**src/rtl/io_regfile_param_if.sv**
```systemverilog
// io_regfile_param_if: pipeline-side write/read bus of the memory-mapped I/O register file.
interface io_regfile_param_if #(
  parameter int DATA_WIDTH = 32,
  parameter int ADDR_WIDTH = 5
);
  logic ctrl_writeEnable;
  logic [ADDR_WIDTH-1:0] ctrl_writeReg;
  logic [DATA_WIDTH-1:0] data_writeReg;
  logic [ADDR_WIDTH-1:0] ctrl_readRegA;
  logic [ADDR_WIDTH-1:0] ctrl_readRegB;
  logic [DATA_WIDTH-1:0] data_readRegA;
  logic [DATA_WIDTH-1:0] data_readRegB;
  modport master (
    output ctrl_writeEnable, ctrl_writeReg, data_writeReg, ctrl_readRegA, ctrl_readRegB,
    input  data_readRegA, data_readRegB
  );
  modport slave (
    input  ctrl_writeEnable, ctrl_writeReg, data_writeReg, ctrl_readRegA, ctrl_readRegB,
    output data_readRegA, data_readRegB
  );
endinterface

```
**src/rtl/io_regfile_param.sv**
```systemverilog
// io_regfile_param: parametrised register file with event, sample and control I/O banks.
// Define IO_REGFILE_WRITE_BYPASS_EN to forward same-cycle writes of general/control registers to the read ports.
module io_regfile_param #(
  parameter int DATA_WIDTH = 32,
  parameter int ADDR_WIDTH = 5,
  parameter int NUM_EVT    = 5,
  parameter int NUM_SAMPLE = 4,
  parameter int NUM_CTRL   = 5
) (
  input  logic clock,
  input  logic ctrl_reset,
  io_regfile_param_if.slave bus,
  input  logic [NUM_EVT-1:0] evt_in,
  input  logic [NUM_SAMPLE*DATA_WIDTH-1:0] sample_in,
  output logic [NUM_CTRL*DATA_WIDTH-1:0] ctrl_out
);
  localparam int NUM_REGS  = 2**ADDR_WIDTH;
  localparam int SMP_BASE  = NUM_EVT + 1;
  localparam int CTRL_BASE = SMP_BASE + NUM_SAMPLE;
  localparam logic [ADDR_WIDTH-1:0] RW_BASE = ADDR_WIDTH'(CTRL_BASE);
  logic [DATA_WIDTH-1:0] regs [NUM_REGS];
  logic [DATA_WIDTH-1:0] view [NUM_REGS];
  logic [DATA_WIDTH-1:0] smpS1 [NUM_SAMPLE];
  logic [DATA_WIDTH-1:0] smpS2 [NUM_SAMPLE];
  logic [NUM_EVT-1:0] evtS1, evtS2, evtHist, evtSticky, evtClr;
  logic rwHit;
  // Everything above the sample bank (control + general) is plain read/write storage.
  assign rwHit = bus.ctrl_writeEnable && bus.ctrl_writeReg >= RW_BASE;
  always_ff @(posedge clock or posedge ctrl_reset)
    if (ctrl_reset) for (int i = 0; i < NUM_REGS; i++) regs[i] <= '0;
    else if (rwHit) regs[bus.ctrl_writeReg] <= bus.data_writeReg;
  always_comb begin
    evtClr = '0;
    for (int k = 0; k < NUM_EVT; k++)
      evtClr[k] = bus.ctrl_writeEnable && bus.ctrl_writeReg == ADDR_WIDTH'(k + 1);
  end
  // A fresh rising edge outranks a same-cycle clear so no event is lost.
  always_ff @(posedge clock or posedge ctrl_reset)
    if (ctrl_reset) begin
      evtS1     <= '0;
      evtS2     <= '0;
      evtHist   <= '0;
      evtSticky <= '0;
    end else begin
      evtS1     <= evt_in;
      evtS2     <= evtS1;
      evtHist   <= evtS2;
      evtSticky <= (evtSticky & ~evtClr) | (evtS2 & ~evtHist);
    end
  always_ff @(posedge clock or posedge ctrl_reset)
    if (ctrl_reset) for (int i = 0; i < NUM_SAMPLE; i++) begin
      smpS1[i] <= '0;
      smpS2[i] <= '0;
    end else for (int i = 0; i < NUM_SAMPLE; i++) begin
      smpS1[i] <= sample_in[i*DATA_WIDTH +: DATA_WIDTH];
      smpS2[i] <= smpS1[i];
    end
  always_comb begin
    view = regs;
    view[0] = '0;
    for (int k = 0; k < NUM_EVT; k++) view[k+1] = DATA_WIDTH'({evtS2[k], evtSticky[k]});
    for (int i = 0; i < NUM_SAMPLE; i++) view[SMP_BASE+i] = smpS2[i];
  end
`ifdef IO_REGFILE_WRITE_BYPASS_EN
  assign bus.data_readRegA = rwHit && bus.ctrl_readRegA == bus.ctrl_writeReg ? bus.data_writeReg : view[bus.ctrl_readRegA];
  assign bus.data_readRegB = rwHit && bus.ctrl_readRegB == bus.ctrl_writeReg ? bus.data_writeReg : view[bus.ctrl_readRegB];
`else
  assign bus.data_readRegA = view[bus.ctrl_readRegA];
  assign bus.data_readRegB = view[bus.ctrl_readRegB];
`endif
  always_comb begin
    ctrl_out = '0;
    for (int i = 0; i < NUM_CTRL; i++) ctrl_out[i*DATA_WIDTH +: DATA_WIDTH] = regs[CTRL_BASE+i];
  end
endmodule

```
**src/flat_wrapper.sv**
```systemverilog
// flat-port wrapper written by rule: the top's interface ports become plain ports
module io_regfile_param_flat 
#(
  parameter int DATA_WIDTH = 32,
  parameter int ADDR_WIDTH = 5,
  parameter int NUM_EVT    = 5,
  parameter int NUM_SAMPLE = 4,
  parameter int NUM_CTRL   = 5
)
  (clock, ctrl_reset, evt_in, sample_in, ctrl_out, bus_ctrl_writeEnable, bus_ctrl_writeReg, bus_data_writeReg, bus_ctrl_readRegA, bus_ctrl_readRegB, bus_data_readRegA, bus_data_readRegB);
  io_regfile_param_if #(.DATA_WIDTH(DATA_WIDTH), .ADDR_WIDTH(ADDR_WIDTH)) bus_i ();
  input  logic clock;
  input  logic ctrl_reset;
  input  logic [NUM_EVT-1:0] evt_in;
  input  logic [NUM_SAMPLE*DATA_WIDTH-1:0] sample_in;
  output logic [NUM_CTRL*DATA_WIDTH-1:0] ctrl_out;
  input wire logic [$bits(bus_i.ctrl_writeEnable)-1:0] bus_ctrl_writeEnable;
  input wire logic [$bits(bus_i.ctrl_writeReg)-1:0] bus_ctrl_writeReg;
  input wire logic [$bits(bus_i.data_writeReg)-1:0] bus_data_writeReg;
  input wire logic [$bits(bus_i.ctrl_readRegA)-1:0] bus_ctrl_readRegA;
  input wire logic [$bits(bus_i.ctrl_readRegB)-1:0] bus_ctrl_readRegB;
  output wire logic [$bits(bus_i.data_readRegA)-1:0] bus_data_readRegA;
  output wire logic [$bits(bus_i.data_readRegB)-1:0] bus_data_readRegB;
  assign bus_i.ctrl_writeEnable = bus_ctrl_writeEnable;
  assign bus_i.ctrl_writeReg = bus_ctrl_writeReg;
  assign bus_i.data_writeReg = bus_data_writeReg;
  assign bus_i.ctrl_readRegA = bus_ctrl_readRegA;
  assign bus_i.ctrl_readRegB = bus_ctrl_readRegB;
  assign bus_data_readRegA = bus_i.data_readRegA;
  assign bus_data_readRegB = bus_i.data_readRegB;
  io_regfile_param #(.DATA_WIDTH(DATA_WIDTH), .ADDR_WIDTH(ADDR_WIDTH), .NUM_EVT(NUM_EVT), .NUM_SAMPLE(NUM_SAMPLE), .NUM_CTRL(NUM_CTRL)) u_core (.clock(clock), .ctrl_reset(ctrl_reset), .bus(bus_i), .evt_in(evt_in), .sample_in(sample_in), .ctrl_out(ctrl_out));
endmodule
```
**config.mk**
```make
export PLATFORM = sky130hd
export DESIGN_NAME = io_regfile_param_flat
export DESIGN_NICKNAME = d
export VERILOG_FILES = /design/src/rtl/io_regfile_param_if.sv /design/src/rtl/io_regfile_param.sv /design/src/flat_wrapper.sv
export SDC_FILE = /design/constraint.sdc
export NUM_CORES = 2
export LEC_CHECK = 0
export ABC_AREA = 0
export CORE_ASPECT_RATIO = 1.2
export CORE_MARGIN = 4
export CORE_UTILIZATION = 53
export DETAILED_ROUTE_END_ITERATION = 10
export DONT_BUFFER_PORTS = 1
export GPL_TIMING_DRIVEN = 0
export PLACE_DENSITY_LB_ADDON = 0.1
export SLEW_MARGIN = 15
export SYNTH_ARGS = -nofsm -noshare
export SYNTH_HDL_FRONTEND = slang
export SYNTH_SLANG_ARGS = --single-unit
```
**constraint.sdc**
```tcl
create_clock -name clock -period 108.5 [get_ports clock]
set_input_delay 21.7 -clock clock [delete_from_list [all_inputs] [get_ports clock]]
set_output_delay 21.7 -clock clock [all_outputs]
set_load 0.02 [all_outputs]
```
* Word-level counts from Yosys, hierarchy flattened *
Cells that the tools add are included.

word-level totals
  logic and storage cells = 78
  output and inout bits = 224
  register bits after elaboration = 1300

operators by class
  magnitude comparators = 5
  equality and inequality tests = 5
  multiplexer cells = 9
  bitwise logic cells = 8
  reductions and logical operators = 7

operators with widths
  kind                                                                                  count
  1024-bit bitwise mux                                                                  1
  32-bit binary-select mux with 5-bit select                                            2
  32-bit demux with 5-bit select                                                        1
  32-bit 2-to-1 mux                                                                     5
  6-bit greater-or-equal comparator (second input constant)                             3
  5-bit NOT with 6-bit output                                                           3
  5-bit AND                                                                             2
  5-bit by 2-bit equality test with 1-bit output (second input constant)                2
  5-bit by 3-bit equality test with 1-bit output (second input constant)                2
  5-bit NOT                                                                             2
  1-bit logical AND                                                                     7
  6-bit by 1-bit less-than comparator with 1-bit output (second input constant)         1
  5-bit by 1-bit equality test with 1-bit output (second input constant)                1
  5-bit by 4-bit greater-or-equal comparator with 1-bit output (second input constant)  1
  5-bit OR                                                                              1

* Depth between registers and ports, before layout *
  word-level depth = 6
  mapped depth = 8
  gate-level depth less buffers = 4

* Least setup slack after synthesis *
Ideal clock, no wire load.

  path type = input to output
  from = input port bus_ctrl_readRegA[0]
  to = output port bus_data_readRegA[11]
  cell stages on the path = 6
  buffers on the path = 3
  arrival time = 23.221 ns
  slack = 63.579 ns
  path through = buf_2 buf_4 buf_2 mux4_2 a221oi_1 a21oi_1

on the way
  longest elaborated chain between the ends = 4

RTL lines
  element                                               line                    RTL
  start: declaration                                    flat_wrapper.sv:20      input wire logic [$bits(bus_i.ctrl_readRegA)-1:0] bus_ctrl_readRegA;
  5-bit NOT with 6-bit output (not written as such)     io_regfile_param.sv:68  assign bus.data_readRegA = view[bus.ctrl_readRegA];
  32-bit binary-select mux with 5-bit select            io_regfile_param.sv:68
  32-bit 2-to-1 mux (not written as such) (2 in a row)  io_regfile_param.sv:68
  end: declaration                                      flat_wrapper.sv:22      output wire logic [$bits(bus_i.data_readRegA)-1:0] bus_data_readRegA;

No other way between the ends. The select of a mux whose other input is x is not followed.

* Worst setup path in the final report *
  from = input port bus_ctrl_readRegA[3]
  to = output port bus_data_readRegA[29]

Same word-level chain as after synthesis.

==> impl_results.md <==
* Status: complete, no violations
* Fill cells at 6,950
* Deepest clock path buffer count at 3
* Initial antenna violation count at 9
* Design Power at 1.04 mW
* Reg2reg end: u_core.ctrl_out[30]$_DFFE_PP0P_
* Syn_area_per_cell at 15.1 um2
* Most frequent CP cell: clkbuf_1
* WP data arrival at 25.36 ns
* CP required at 86.80 ns
* Final Cycle Share at 0.434
* Post-DP HPWL at 121,000 um
* GRT Util Overall at 0.362
* Part of the power in registers at 0.450
* I/O Pins at 407
* Antenna Nets Post-Route at 0
* Die area at 95,400 um2
* DR vias/cell at 6.95
* Rows at 120
* Crit. End Element: primary output
* Synth top area share at 0.511
* Ys Warns at 0
* Fin crit period at 47.06 ns
* Inst Count DP at 4,345
* Cell depth of the worst setup path at 7
* Sw Pwr at 297 uW
* Worst Hold Endpoint: u_core.smpS2[14]$_DFF_PP0_
* Initial core utilization at 0.536
* TNS Setup at 0 ns
* Worst path bufs/invs at 3
* Slowest stage cell, crit path: buf_1
* Post-synthesis sequential area ratio at 0.511
* R2R Setup Slk at 107.60 ns
* Share of layout cells above drive strength 1 at 0.456
* RePlAce Congestion at 0.964
* Synth top area cells: dfrtp_1 51%, mux4_2 15%, mux2_2 15%
* Max stage delay on crit path at 1.04 ns
* Drt drc at 0
* WS Path Type: input pin to primary output
* Slew @ Worst Pin at 1.34 ns
* Sw frac at 0.285
* CTS Root Cell: clkbuf_16
* Die Span Y at 338 um
* Pleak at 23.4 nW
* Total gr overflow at 0
* Dpl ws at 61.71 ns
* CTS tree: yes
* CP Launch Type: input pin
* Initial DRC count at 3,156
* Final Hold Vio Count at 0
* Hold Crit Start: u_core.smpS1[14]$_DFF_PP0_
* Cts repair resizes at 0
* Pwr per Cell Area at 19.6 nW/um2
* Clk_skew at 0.0120 ns
* Synth area leader: dfrtp_1
* Worst path cell trace: clkbuf_1 -> nand3b_1 -> clkbuf_1 -> buf_1 -> o21bai_1 -> a221oi_1 -> a21oi_1
* Crit path max-delay family: buffers and inverters
* Area Growth Syn to Fin at 10.9%
* Worst hold margin at 0.340 ns
* First-pass GRT wire length at 243,000 um
* Number of global-route vias before repair at 33,700
* H-tree Lvls at 3
* Max Slew Vio Count at 0
* Post-synth ARST share at 1.00
* IO Port Bufs at 0
* Worst-Skew Late Latency at 0.67 ns
* Post-synth EDFFs at 0
* RSZ-0062 raised after global routing: false
* Die width at 283 um
* Final WL at 173,000 um
* 1st-pass router iterations at 8
* Clock-pin slew on the worst setup and hold paths at 0.06 ns
* Netlist cell types at 49
* CP startpoint: bus_ctrl_readRegA[3]
* Min-delay worst type: flip-flop to flip-flop
* Hold_buf cts at 0
* Total number of vias at 31,400
* Setup Fix Bufs, Post-CTS at 0
* Pin count of the biggest net entering global routing at 119
* R2R cell count at 1
* Clock sink total at 980
* Max-cap violation count at 0
* Peak VDD IR at 0.0153 mV
* Worst-path fanout max at 10
* Combinational share of power at 0.201
* Max_slew headroom at 0.106
* # nets final at 3,471
* RR Startpoint: u_core.ctrl_out[30]$_DFFE_PP0P_
* Synth Cell Area at 48,000 um2
* Cell Int Power at 746 uW
* Inserted Clock Buffers at 100
* Non-filler cells, final at 4,525
* Clock Power Share at 0.349
* Setup ws final at 61.44 ns
* Max Freq at 21.2 MHz
* Final Setup Violations at 0
* Avg WL per Cell at 38.3 um
* Gate Count Post-Synth at 3,174
* Hold Path Stages at 0
* Synthesis-stage register bit count at 980
* Dominant synthesized flop cell: dfrtp_1
* Core area at 89,500 um2
* Net Count, Synth at 3,357
-- routing by layer --
metal / part of all wire / vias up / track usage
met1: 0.36 / 16800 / 0.440
li1: - / 12200 / -
met5: 0.00031 / - / 0
met3: 0.095 / 542 / 0.0997
met4: 0.076 / 8 / 0.235
met2: 0.47 / 1898 / 0.572
-- cells in the mapped netlist, types with 2 or more instances --
library cell / instances
dfrtp_1: 980
mux2_2: 632
mux4_2: 322
mux2i_1: 195
buf_4: 186
buf_2: 132
a21oi_1: 122
clkbuf_1: 122
a22oi_1: 63
a221oi_1: 58
o21bai_1: 58
o221ai_1: 58
mux2_4: 53
mux2_1: 24
nand3_1: 21
nor2_1: 17
buf_1: 16
nor2b_1: 15
nand2b_1: 12
buf_6: 9
nand2_1: 9
o21ai_0: 9
nand3b_1: 7
nand4_1: 7
inv_1: 6
and2_1: 5
and3_1: 3
nor2_2: 3
o211ai_1: 3
or3b_2: 3
a31oi_1: 2
a32o_1: 2
and4_1: 2
o41ai_1: 2
or3_1: 2
-- cells by family after synthesis --
logic type	share of synthesized area
AO/OA/AOI/OAI	0.0562
buffers and inverters	0.0563
flip-flops	0.511
multiplexers	0.362
AND/OR/NAND/NOR	0.0139
-- power groups by stage --
stage	Combinational (mW)	Sequential, mW	Clock, mW
final	0.210	0.469	0.364
after global routing	0.221	0.475	0.382
after CTS	0.210	0.467	0.367
after detailed placement	0.209	0.473	0
after global placement	0.202	0.468	0
after floorplan	0.165	0.458	0
-- cell type report --
class	count	area, um2	share of cell area
timing repair buffer	12	330	0.00621
antenna	4	10.0	0.000188
clock buffer	135	2890	0.0543
multi-input combinational	1723	20800	0.390
clock inverter	41	531	0.00997
sequential	980	24500	0.461
inverter	6	30.0	0.000564
buffer	465	2690	0.0506
tap	1159	1450	0.0273
-- state kept, by name, indices dropped and copies added, names as in the netlist --
| name | count |
|---|---|
| u_core.ctrl_out | 160 |
| u_core.evtHist | 5 |
| u_core.evtS1 | 5 |
| u_core.evtS2 | 5 |
| u_core.evtSticky | 5 |
| u_core.regs | 544 |
| u_core.smpS1 | 128 |
| u_core.smpS2 | 128 |
-- stage by stage --
stage	cell area (um2)	util
after floorplan	48000	-
after global placement	49400	0.552
after detailed placement	49800	0.556
after CTS	53200	0.594
after global routing	53200	0.595
final	53200	0.595
-- placed cells by master, fill, tap and decap left out, types with 21 or more instances in the layout --
master | netlist | layout
mux2_2 | 632 | 632
mux2i_1 | 195 | 195
a22oi_1 | 63 | 63
clkbuf_16 | 0 | 105
buf_4 | 186 | 186
o21bai_1 | 58 | 58
a221oi_1 | 58 | 58
buf_2 | 132 | 134
o221ai_1 | 58 | 58
mux2_1 | 24 | 24
a21oi_1 | 122 | 122
mux2_4 | 53 | 53
nand3_1 | 21 | 21
mux4_2 | 322 | 322
dfrtp_1 | 980 | 980
clkbuf_1 | 122 | 126
-- how the worst max path moves through the flow --
stage | endpoint | slack, ns
6_report | bus_data_readRegA[29] | 61.44
5_1_grt | bus_data_readRegB[29] | 61.73
4_1_cts | bus_data_readRegA[29] | 61.70
3_5_place_dp | bus_data_readRegA[29] | 61.71
3_3_place_gp | u_core.smpS1[113]$_DFF_PP0_ | 50.87
2_1_floorplan | u_core.ctrl_out[0]$_DFFE_PP0P_ | 59.23
No activity file was read; power rests on OpenSTA's default activity.
